[config.mk]
export PLATFORM = sky130hd
export DESIGN_NAME = calc_sequencer
export DESIGN_NICKNAME = d
export VERILOG_FILES = /design/src/rtl/calc_sequencer.sv
export SDC_FILE = /design/constraint.sdc
export NUM_CORES = 1
export LEC_CHECK = 0
export ABC_AREA = 1
export BUFFER_PORTS_ARGS = -buffer_cell sky130_fd_sc_hd__buf_2
export CAP_MARGIN = 20
export CELL_PAD_IN_SITES_DETAIL_PLACEMENT = 1
export CELL_PAD_IN_SITES_GLOBAL_PLACEMENT = 1
export CORE_MARGIN = 2
export CORE_UTILIZATION = 37
export CTS_BUF_LIST = sky130_fd_sc_hd__clkbuf_8
export DETAILED_ROUTE_END_ITERATION = 16
export HOLD_SLACK_MARGIN = 0.03
export PLACE_DENSITY_LB_ADDON = 0.1
export SLEW_MARGIN = 20
export SYNTH_ARGS = -nofsm -noshare
export SYNTH_HDL_FRONTEND = slang
export SYNTH_SLANG_ARGS = --single-unit
[constraint.sdc]
create_clock -name i_clk -period 1.3 [get_ports i_clk]
set_input_delay 0.325 -clock i_clk [delete_from_list [all_inputs] [get_ports i_clk]]
set_output_delay 0.325 -clock i_clk [all_outputs]
set_load 0.02 [all_outputs]
[src/rtl/calc_sequencer.sv]
// ---------------------------------------------------------------------------
// calc_sequencer
// Sequencing controller for the calculator ALU. It collects operand A,
// operand B and an opcode from a shared entry port, one value per button
// press. It then presents the opcode and operands to a combinational ALU,
// waits a fixed settle time and captures the result and carry.
//
// Ports
//   i_clk          system clock, rising edge
//   i_reset        asynchronous reset, active low
//   i_clear        synchronous abort back to the reset state
//   i_enter        debounced, synchronous button level; only its rising edge acts
//   i_chain        in DONE, selects the previous result as the next operand A
//   i_data_in      operand value, or opcode in bits [3:0]
//   i_alu_c        ALU result
//   i_alu_carry    ALU carry
//   o_alu_a        operand A to the ALU (zero outside EXEC/DONE)
//   o_alu_b        operand B to the ALU (zero outside EXEC/DONE)
//   o_alu_control  opcode to the ALU
//   o_result       captured result
//   o_carry_out    captured carry
//   o_busy         high in EXEC
//   o_done         high in DONE
//   o_error        high in ERR
//   o_state_code   GET_A=0, GET_B=1, GET_OP=2, EXEC=3, DONE=4, ERR=5
// ---------------------------------------------------------------------------
module calc_sequencer #(
    parameter int unsigned Word_Length   = 6,
    parameter int unsigned Settle_Cycles = 2
) (
    input  logic                   i_clk,
    input  logic                   i_reset,
    input  logic                   i_clear,
    input  logic                   i_enter,
    input  logic                   i_chain,
    input  logic [Word_Length-1:0] i_data_in,
    input  logic [Word_Length-1:0] i_alu_c,
    input  logic                   i_alu_carry,
    output logic [Word_Length-1:0] o_alu_a,
    output logic [Word_Length-1:0] o_alu_b,
    output logic [3:0]             o_alu_control,
    output logic [Word_Length-1:0] o_result,
    output logic                   o_carry_out,
    output logic                   o_busy,
    output logic                   o_done,
    output logic                   o_error,
    output logic [2:0]             o_state_code
);

    // Counter is one value wider than needed so it never wraps inside EXEC.
    localparam int unsigned CNT_W  = $clog2(Settle_Cycles + 2);
    localparam logic [3:0]  OP_MAX = 4'd9;

    typedef enum logic [2:0] {
        S_GET_A  = 3'd0,
        S_GET_B  = 3'd1,
        S_GET_OP = 3'd2,
        S_EXEC   = 3'd3,
        S_DONE   = 3'd4,
        S_ERR    = 3'd5
    } state_t;

    state_t                 r_state;
    state_t                 w_state_nxt;

    logic                   r_enter_q;
    logic [Word_Length-1:0] r_a_reg;
    logic [Word_Length-1:0] r_b_reg;
    logic [CNT_W-1:0]       r_cnt;
    logic [Word_Length-1:0] r_alu_a;
    logic [Word_Length-1:0] r_alu_b;
    logic [3:0]             r_alu_control;
    logic [Word_Length-1:0] r_result;
    logic                   r_carry_out;
    logic                   r_busy;
    logic                   r_done;
    logic                   r_error;

    logic                   w_press;
    logic                   w_op_ok;
    logic                   w_cnt_hit;
    logic                   w_ops_keep;

    // One-cycle press pulse per rising edge of the button level.
    assign w_press   = i_enter & ~r_enter_q;
    assign w_op_ok   = (i_data_in[3:0] <= OP_MAX);
    assign w_cnt_hit = (r_cnt == CNT_W'(Settle_Cycles));
    // ALU operands are only visible while executing or showing a result.
    assign w_ops_keep = (w_state_nxt == S_EXEC) || (w_state_nxt == S_DONE);

    // State register.
    always_ff @(posedge i_clk or negedge i_reset) begin
        if (!i_reset) begin
            r_state <= S_GET_A;
        end else begin
            r_state <= w_state_nxt;
        end
    end

    // Next-state logic; clear overrides every transition including a press.
    always_comb begin
        w_state_nxt = r_state;
        if (i_clear) begin
            w_state_nxt = S_GET_A;
        end else begin
            case (r_state)
                S_GET_A: begin
                    if (w_press) begin
                        w_state_nxt = S_GET_B;
                    end
                end
                S_GET_B: begin
                    if (w_press) begin
                        w_state_nxt = S_GET_OP;
                    end
                end
                S_GET_OP: begin
                    if (w_press) begin
                        w_state_nxt = w_op_ok ? S_EXEC : S_ERR;
                    end
                end
                S_EXEC: begin
                    if (w_cnt_hit) begin
                        w_state_nxt = S_DONE;
                    end
                end
                S_DONE: begin
                    if (w_press) begin
                        w_state_nxt = S_GET_B;
                    end
                end
                S_ERR: begin
                    if (w_press) begin
                        w_state_nxt = S_GET_OP;
                    end
                end
                default: begin
                    w_state_nxt = S_GET_A;
                end
            endcase
        end
    end

    // Datapath and registered status outputs.
    always_ff @(posedge i_clk or negedge i_reset) begin
        if (!i_reset) begin
            r_enter_q     <= 1'b0;
            r_a_reg       <= '0;
            r_b_reg       <= '0;
            r_cnt         <= '0;
            r_alu_a       <= '0;
            r_alu_b       <= '0;
            r_alu_control <= '0;
            r_result      <= '0;
            r_carry_out   <= 1'b0;
            r_busy        <= 1'b0;
            r_done        <= 1'b0;
            r_error       <= 1'b0;
        end else if (i_clear) begin
            r_enter_q     <= 1'b0;
            r_a_reg       <= '0;
            r_b_reg       <= '0;
            r_cnt         <= '0;
            r_alu_a       <= '0;
            r_alu_b       <= '0;
            r_alu_control <= '0;
            r_result      <= '0;
            r_carry_out   <= 1'b0;
            r_busy        <= 1'b0;
            r_done        <= 1'b0;
            r_error       <= 1'b0;
        end else begin
            r_enter_q <= i_enter;
            r_busy    <= (w_state_nxt == S_EXEC);
            r_done    <= (w_state_nxt == S_DONE);
            r_error   <= (w_state_nxt == S_ERR);

            if (!w_ops_keep) begin
                r_alu_a <= '0;
                r_alu_b <= '0;
            end

            case (r_state)
                S_GET_A: begin
                    if (w_press) begin
                        r_a_reg <= i_data_in;
                    end
                end
                S_GET_B: begin
                    if (w_press) begin
                        r_b_reg <= i_data_in;
                    end
                end
                S_GET_OP: begin
                    // Opcode goes out one clock ahead of the operands.
                    if (w_press && w_op_ok) begin
                        r_alu_control <= i_data_in[3:0];
                        r_cnt         <= '0;
                    end
                end
                S_EXEC: begin
                    r_cnt   <= r_cnt + CNT_W'(1);
                    r_alu_a <= r_a_reg;
                    r_alu_b <= r_b_reg;
                    if (w_cnt_hit) begin
                        r_result    <= i_alu_c;
                        r_carry_out <= i_alu_carry;
                    end
                end
                S_DONE: begin
                    if (w_press) begin
                        r_a_reg <= i_chain ? r_result : i_data_in;
                    end
                end
                default: begin
                end
            endcase
        end
    end

    assign o_alu_a       = r_alu_a;
    assign o_alu_b       = r_alu_b;
    assign o_alu_control = r_alu_control;
    assign o_result      = r_result;
    assign o_carry_out   = r_carry_out;
    assign o_busy        = r_busy;
    assign o_done        = r_done;
    assign o_error       = r_error;
    assign o_state_code  = r_state;

endmodule
; Word level (Yosys, flattened, before mapping)
; Index checks and enable logic that the tools add are counted.
[word_totals]
ff_bits = 44
input_bits = 18
out_inout_bits = 29
wordCells = 83
[op_classes]
addsub = 1
n_lt_le_gt_ge = 1
n_eq_ne = 13
n_mux = 35
bitwise = 2
reduce_logical = 18
[ops]
columns = operator, n
row1 = $mux 6, 14
row2 = $mux 3, 6
row3 = $eq 3x3->1 const B, 4
row4 = $mux 4, 3
row5 = $pmux 3 s4, 1
row6 = $pmux 6 s2, 1
row7 = $reduce_bool 2->1, 6
row8 = $eq 3x2->1 const B, 3
row9 = $ne 3x3->1 const B, 3
row10 = $reduce_and 2->1, 4
row11 = $mux 1, 7
row12 = $reduce_bool 3->1, 2
row13 = $le 4x4->1 const B, 1
row14 = $mux 2, 2
row15 = $pmux 2 s2, 1
row16 = $reduce_or 2->1, 2
row17 = $eq 3x1->1 const B, 1
row18 = $logic_not 3->1, 1
row19 = $ne 3x2->1 const B, 1
row20 = $reduce_and 3->1, 1
row21 = $add 2x1->2 const B, 1
row22 = $eq 2x2->1 const B, 1
row23 = $and 1x1->1, 1
row24 = $logic_and 1x1->1, 1
row25 = other kinds (2), 2

; Logic depth before layout (Yosys ltp)
; Gate-level depths: netlist (run 1).
[logic_depth]
word_depth = 10
mapped_depth = 12
depth_no_buf = 11

; Least setup slack after synthesis (run 1)
; Ideal clock, no wire load.
[synth_path]
kind = reg-to-reg
from = register r_state[0] (netlist: o_state_code[0])
to = register r_b_reg[0]
setup_time_ns = 0.125
arrival_time_ns = 1.439
required_time_ns = 1.175
slack_ns = -0.263
path_stages_with_launch = 6
n_path_buf = 0
period_less_slack_ns = 1.563
cell_sequence = dfrtp_1 -> inv_1 -> nor3_1 -> nand2_1 -> nand2_1 -> mux2_2
[synth_between]
elab_chain_len = 3
[synth_lines]
columns = element, line
row1 = start: declaration, 63  ; state_t r_state;
row2 = start signal: assignment, 96  ; r_state <= w_state_nxt;
row3 = $eq 3x1->1, 183  ; case (r_state)
row4 = $reduce_bool 2->1 (no line), --
row5 = $reduce_and 2->1 (no line), --
row6 = end signal: assignment, 191  ; r_b_reg <= i_data_in;
row7 = end: declaration, 68  ; logic [Word_Length-1:0] r_b_reg;
; Every way passes these cells.
; A chain may end at the register's enable or synchronous reset.

; Final worst setup path (run 1)
[layout_path]
from = register r_state[1] (netlist: o_state_code[1])
to = register r_alu_a[5] (netlist: o_alu_a[5])
[layout_between]
elab_chain_len = 7
elab_cells_between_ends = 20
cone_classes = 8 x eq/ne / 8 x mux / 4 x reduce/logical
[layout_lines]
columns = element, line
row1 = "$eq 3x3->1, or another cell as far along", 106  ; case (r_state)
row2 = $reduce_or 2->1 (no line), --
row3 = $pmux 3 s4, 106
row4 = $mux 3, 103  ; if (i_clear) begin
row5 = $eq 3x2->1 / $eq 3x3->1 (equally long branches), 89  ; assign w_ops_keep = (w_state_nxt == S_EXEC) || (w_state_nxt == S_DONE);
row6 = $logic_or 1x1->1, 89
row7 = $ne 3x2->1 (no line), --
row8 = end signal: assignment, 203  ; r_alu_a <= r_a_reg;
row9 = end: declaration, 70  ; logic [Word_Length-1:0] r_alu_a;
; Parallel ways exist; a longest one is shown, timed or not.

==> qor.yml, run 1 <==
setup_path:
  reg2reg_slack_ns: -0.24
  cp.arrival_ns: 1.79
  r2r_start: "o_state_code[1]"
  crit_start: "o_state_code[1]"
  worstSetupStartpointType: "flip-flop"
  end_kind: "flip-flop"
  crit_type: "flip-flop to flip-flop"
  cp_data_required_time_ns: 1.54
  critPathMaxFanout: 10
  worst_r2r_path_depth: 11
  r2r-end: "o_alu_a[5]"
layout:
  diodes: 0
  synthToLayoutAreaGrowth_pct: 52.1
  final-seq-area_um2: 1100
  multi_input_area_um2: 1020
  n_fill_cell: 620
  fin_nets: 341
  layout-drive-gt1-share: 0.517
sta:
  finalSetupTns_ns: -4.85
  slew_violations: 0
  fin_crit_sh: 1.19
  hold_ws_ns: 0.260
  hold_violations: 0
  finalCriticalPeriod_ns: 1.54
  relSlewSlack: 0.761
  tightest_slew_ns: 0.355
  fin_ws_ns: -0.243
  fmax_mhz: 648
  finalSetupViolCount: 35
  rsz0062_at_grt: "true"
  clock_skew_ns: 0.00494
detailed_routing:
  drt-total-wl_mm: 6.70
  vias_per_cell: 4.87
  wire_per_inst_um: 17.0
  drt_iter0_drc: 133
  drc: 0
  antenna_violating_nets_post_route: 0
  first_pass_iters: 4
  vias: 1914
yosys:
  seq_area_frac_synth: 0.544
  syn_avg_cell_area_um2: 8.65
  syn-cell-area_um2: 2020
  ys_ff_latch: 44
  yosysUniqueCellTypes: 20
  synth_cells: 234
  synth-warning-count: 0
  synth-async-reset-ratio: 1.00
  synth_ff_type: "dfrtp_1"
  synth-edff-count: 0
  syn_nets: 253
hold_path:
  hold_path_class: "primary input to flip-flop"
  min_to: "o_result[4]"
  min-delay-start: "i_alu_c[4]"
  hold_depth: 3
power_and_ir_drop:
  p_leak_nw: 1.66
  peakVddDrop_uv: 689
  p_per_area_nw_per_um2: 949
status:
  status: "complete, but fails checks"
  violations: "negative setup slack"
flow_run:
  drv_cap: 0
floorplan:
  core_um2: 5200
  chipHeight_um: 77.9
  rows: 26
  design.die.area_um2: 6080
  start_util: 0.389
  die_x_um: 77.9
  io-pin-count: 47
global_route:
  grt_pass1_wl_mm: 10.1
  antenna_found_initial: 0
  grt_overflow: 0
  grt_usage: 0.215
  grt_start_max_net_pins: 45
  grt_pass1_vias: 1979
clock_network:
  cts_num_sinks: 44
  htreeDepth: 2
  clk_latency_ns: 0.30
  cts_inserted_buffers: 5
  clkTransAtPathRegs_ns: 0.09
  cts_tree: "built"
  root_buffer: "clkbuf_8"
  clock_path_buffers: 2
placement:
  dp_hpwl_mm: 3.96
  gp_congestion: 0.817
  io_buffer_count: 46
critical path, cell delays in order (launching register included):
cell	delay, ns
dfrtp_2	0.46
nand2_2	0.08
nor2_4	0.16
nand2_2	0.09
nand2_2	0.07
inv_2	0.05
nand2_4	0.08
nand3_4	0.10
nand2_4	0.11
buf_12	0.14
nand3_2	0.07
nand2_1	0.06
Yosys cell counts, types with 4 or more instances:
cell	instances	area, um2
inv_1	24	90.1
nand3_1	24	120
nand2_1	65	244
dfrtp_1	44	1100
nor2_1	20	75.1
nand2_2	5	31.3
mux2_2	4	45.0
o21ai_0	22	110
nand3_2	11	110
worst max-delay path by stage:
stage	cells after the start	slack, ns	to
2_1_floorplan	11	-0.09	o_alu_a[0]
4_1_cts	11	-0.16	o_alu_a[2]
6_report	11	-0.24	o_alu_a[5]
3_3_place_gp	10	-0.23	o_alu_a[5]
3_5_place_dp	12	-0.26	o_alu_a[2]
5_1_grt	11	-0.31	o_alu_a[5]
cells in the final DEF, fill, tap and decap left out, drive strengths merged, types with 2 or more instances in the layout:
cell	netlist	final
mux2	4	4
clkinv	1	2
inv	24	25
o21ai	23	23
dfrtp	44	44
clkbuf	2	5
nand3	35	35
nand2	70	70
nor2	21	21
o31ai	2	2
buf	6	88
routing by layer:
| metal | GRT usage | wire [um] | up-vias |
|---|---|---|---|
| met3 | 0.0442 | 243 | 17 |
| met1 | 0.268 | 2770 | 929 |
| met2 | 0.374 | 3460 | 46 |
| li1 | - | - | 922 |
| met5 | 0 | 0 | - |
| met4 | 0.0667 | 223 | 0 |
cell type report:
type                            count  share of cell area
Sequential cell                    44               0.359
Clock buffer                        5              0.0224
Clock inverter                      3              0.0126
Timing Repair Buffer               89               0.214
Inverter                           25              0.0317
Tap cell                           70              0.0285
Multi-Input combinational cell    157               0.332
metrics by stage:
stage / std cells / area, um2 / power [mW] / utilization / worst slack (ns)
6_report: 393 / 3080 / 2.92 / 0.591 / -0.243
5_1_grt: 393 / 3080 / 3.05 / 0.591 / -0.308
4_1_cts: 387 / 2850 / 2.87 / 0.547 / -0.159
3_3_place_gp: 370 / 2560 / 1.77 / 0.492 / -0.232
2_1_floorplan: 234 / 2040 / 1.61 / - / -0.0863
3_5_place_dp: 370 / 2560 / 1.78 / 0.492 / -0.263
report_power, final:
part           leakage [nW]  switching (mW)  total, mW  internal, mW
Combinational          1.00           0.245      0.427         0.182
Clock                0.0593           0.488       1.05         0.563
Sequential            0.597          0.0312       1.44          1.41
Total                  1.66           0.764       2.92          2.16
timing repair:
action	CTS	global route
hold buffers	1	0
gates cloned	0	0
hold endpoints to repair	44	0
pin swaps	9	11
buffers inserted	8	10
setup endpoints to repair	32	38
resized for setup	33	62
logic make-up (layout without fill, tap and decap cells):
family                     count (synthesis)  after routing  share of synthesized area
buffers and inverters                     33            122                     0.0680
and+or+nand+nor                          127            127                      0.295
DFF                                       44             44                      0.544
adders and majority gates                  1              1                    0.00618
AOI/OAI and AO/OA                         25             25                     0.0643
muxes                                      4              4                     0.0223
Power figures use the tool's default switching activity.
==> inputs of run 2 (changes only) <==
--- a/config.mk
+++ b/config.mk
@@ -7,15 +7,15 @@
 export LEC_CHECK = 0
 export ABC_AREA = 1
 export BUFFER_PORTS_ARGS = -buffer_cell sky130_fd_sc_hd__buf_2
-export CAP_MARGIN = 20
+export CAP_MARGIN = 10
 export CELL_PAD_IN_SITES_DETAIL_PLACEMENT = 1
 export CELL_PAD_IN_SITES_GLOBAL_PLACEMENT = 1
-export CORE_MARGIN = 2
 export CORE_UTILIZATION = 37
 export CTS_BUF_LIST = sky130_fd_sc_hd__clkbuf_8
 export DETAILED_ROUTE_END_ITERATION = 16
 export HOLD_SLACK_MARGIN = 0.03
 export PLACE_DENSITY_LB_ADDON = 0.1
+export SKIP_LAST_GASP = 1
 export SLEW_MARGIN = 20
 export SYNTH_ARGS = -nofsm -noshare
 export SYNTH_HDL_FRONTEND = slang
==> run 2 against run 1 <==
The flow still finishes with violations (negative setup slack); combinational power is 7.3% lower; critical path type unchanged; cell count is 1.5% higher; via count is 0.68% higher; highest routed layer unchanged; first-iteration DRC count is 22% lower; non-clock buffer count is 6 higher; critical endpoint is now o_alu_a[4]; register-to-register slack worse by 0.02 ns.
==> qor.yml, run 2 (same netlist as run 1, synthesis figures left out) <==
floorplan:
  chipHeight_um: 75.9
  die_x_um: 75.9
  io-pin-count: 47
  core_um2: 5170
  start_util: 0.391
  design.die.area_um2: 5770
  rows: 26
detailed_routing:
  met2RoutedLength_mm: 3.46
  drc: 0
  highest_layer: "met4"
  antenna_violating_nets_post_route: 0
  vias: 1927
  drt-total-wl_mm: 6.38
  first_pass_iters: 4
  wire_per_inst_um: 16.0
  wl_met3_um: 167
  vias_per_cell: 4.83
  drt_iter0_drc: 104
  wl_met1_mm: 2.65
sta:
  relSlewSlack: 0.806
  tightest_slew_ns: 0.288
  fmax_mhz: 641
  finalSetupViolCount: 34
  clock_skew_ns: 0.00504
  fin_crit_sh: 1.20
  rsz0062_at_grt: "true"
  hold_ws_ns: 0.271
  slew_violations: 0
  fin_ws_ns: -0.259
  finalCriticalPeriod_ns: 1.56
  hold_violations: 0
setup_path:
  max_stage_delay_ns: 0.40
  cp.arrival_ns: 1.80
  end_kind: "flip-flop"
  timing.critical_path.buf_inv: 3
  slowest_stage: "dfrtp_1"
  crit_chain: "inv_2 > ha_4 > inv_2 > nand2_2 > nand2_1 > nor2_2 > nand3_4 > nand2_4 > buf_12 > nand3_2 > nand2_1"
  worst_r2r_path_depth: 11
  reg2reg_slack_ns: -0.26
  r2r-end: "o_alu_a[4]"
  path_delay_family: "simple AND/OR/NAND/NOR gates"
  critPathMaxFanout: 10
  worstSetupStartpointType: "flip-flop"
  cp_data_required_time_ns: 1.54
  crit_type: "flip-flop to flip-flop"
  r2r_start: "r_cnt[0]"
hold_path:
  hold_path_class: "primary input to flip-flop"
  min-delay-start: "i_alu_c[2]"
  min_to: "o_result[2]"
  hold_depth: 3
layout:
  fin_nets: 347
  synthToLayoutAreaGrowth_pct: 47.4
  layout-drive-gt1-share: 0.489
  final_common_cell: "nand2_1"
  fin_util: 0.576
  diodes: 0
  final_cells: 399
  layout_common_cells: "nand2_1 (54), buf_2 (44), dfrtp_1 (41)"
placement:
  dp.cells: 371
  io_buffer_count: 46
  gp_congestion: 0.839
  dp_hpwl_mm: 3.88
power_and_ir_drop:
  swShare: 0.269
  seqPwrFrac: 0.526
  p_leak_nw: 1.64
  p_sw_uw: 737
  intPower_mw: 2.00
  p_per_area_nw_per_um2: 919
  clockPowerShare: 0.329
  combPwrFrac: 0.145
  peakVddDrop_uv: 595
clock_network:
  cts_tree: "built"
  root_buffer: "clkbuf_8"
  cts_inserted_buffers: 5
  clk_latency_ns: 0.30
  clkTransAtPathRegs_ns: 0.08
  cts_num_sinks: 44
  clock_path_buffers: 2
  htreeDepth: 2
global_route:
  grt_start_max_net_pins: 45
  grt_overflow: 0
  grt_pass1_vias: 1988
  grt_usage: 0.221
  grt_pass1_wl_mm: 9.94
  antenna_found_initial: 0
status:
  status: "complete, but fails checks"
  violations: "negative setup slack"
flow_run:
  drv_cap: 0
run 2: how the worst max path moves through the flow:
stage,slack [ns],startpoint,cells past startpoint,end
2_1_floorplan,-0.09,o_state_code[1],11,o_alu_a[0]
3_3_place_gp,-0.25,o_state_code[0],10,o_alu_a[0]
3_5_place_dp,-0.25,o_state_code[0],10,o_alu_a[4]
4_1_cts,-0.17,o_state_code[1],11,o_alu_a[4]
5_1_grt,-0.34,r_cnt[0],11,o_alu_a[4]
6_report,-0.26,r_cnt[0],11,o_alu_a[4]
run 2: stage by stage:
stage / setup WS, ns / setup TNS, ns / total power [mW] / cell area (um2)
after CTS: -0.172 / -2.99 / 2.72 / 2840
after global routing: -0.343 / -8.41 / 2.88 / 2980
after global placement: -0.245 / -3.68 / 1.77 / 2560
final: -0.259 / -5.76 / 2.74 / 2980
after detailed placement: -0.249 / -4.28 / 1.78 / 2560
after floorplan: -0.0863 / -1.31 / 1.61 / 2040
run 2: power groups by stage:
stage | Sequential [mW] | Clock (mW) | Combinational [mW]
after floorplan | 1.48 | 0 | 0.128
after global placement | 1.46 | 0 | 0.303
after detailed placement | 1.47 | 0 | 0.309
after CTS | 1.44 | 0.933 | 0.351
after global routing | 1.45 | 0.996 | 0.433
final | 1.44 | 0.901 | 0.396
run 2: final cells by class:
type / instances / area, um2
clock buffers: 6 / 82.6
clock inverters: 2 / 11.3
fillers: 635 / 2190
inverters: 25 / 97.6
multi-input cells: 157 / 937
flip-flops and latches: 44 / 1100
well taps: 70 / 87.6
repair buffers: 95 / 661
run 2: worst register-to-register path, cell delays in order, from the launching register on:
cell     delay, ns
dfrtp_1       0.40
inv_2         0.09
ha_4          0.16
inv_2         0.04
nand2_2       0.08
nand2_1       0.07
nor2_2        0.18
nand3_4       0.12
nand2_4       0.11
buf_12        0.14
nand3_2       0.07
nand2_1       0.06
run 2: layer usage:
metal,up-vias,GRT usage
met3,8,0.0422
li1,929,-
met5,-,0
met2,41,0.386
met4,0,0.0635
met1,949,0.278
run 2: what timing repair did:
| item | CTS | global route |
|---|---|---|
| setup buffers | 14 | 7 |
| resized for setup | 25 | 35 |
| hold buffers | 1 | 0 |
| pin swaps | 9 | 11 |
| setup endpoints to repair | 30 | 44 |
| hold endpoints to repair | 44 | 0 |
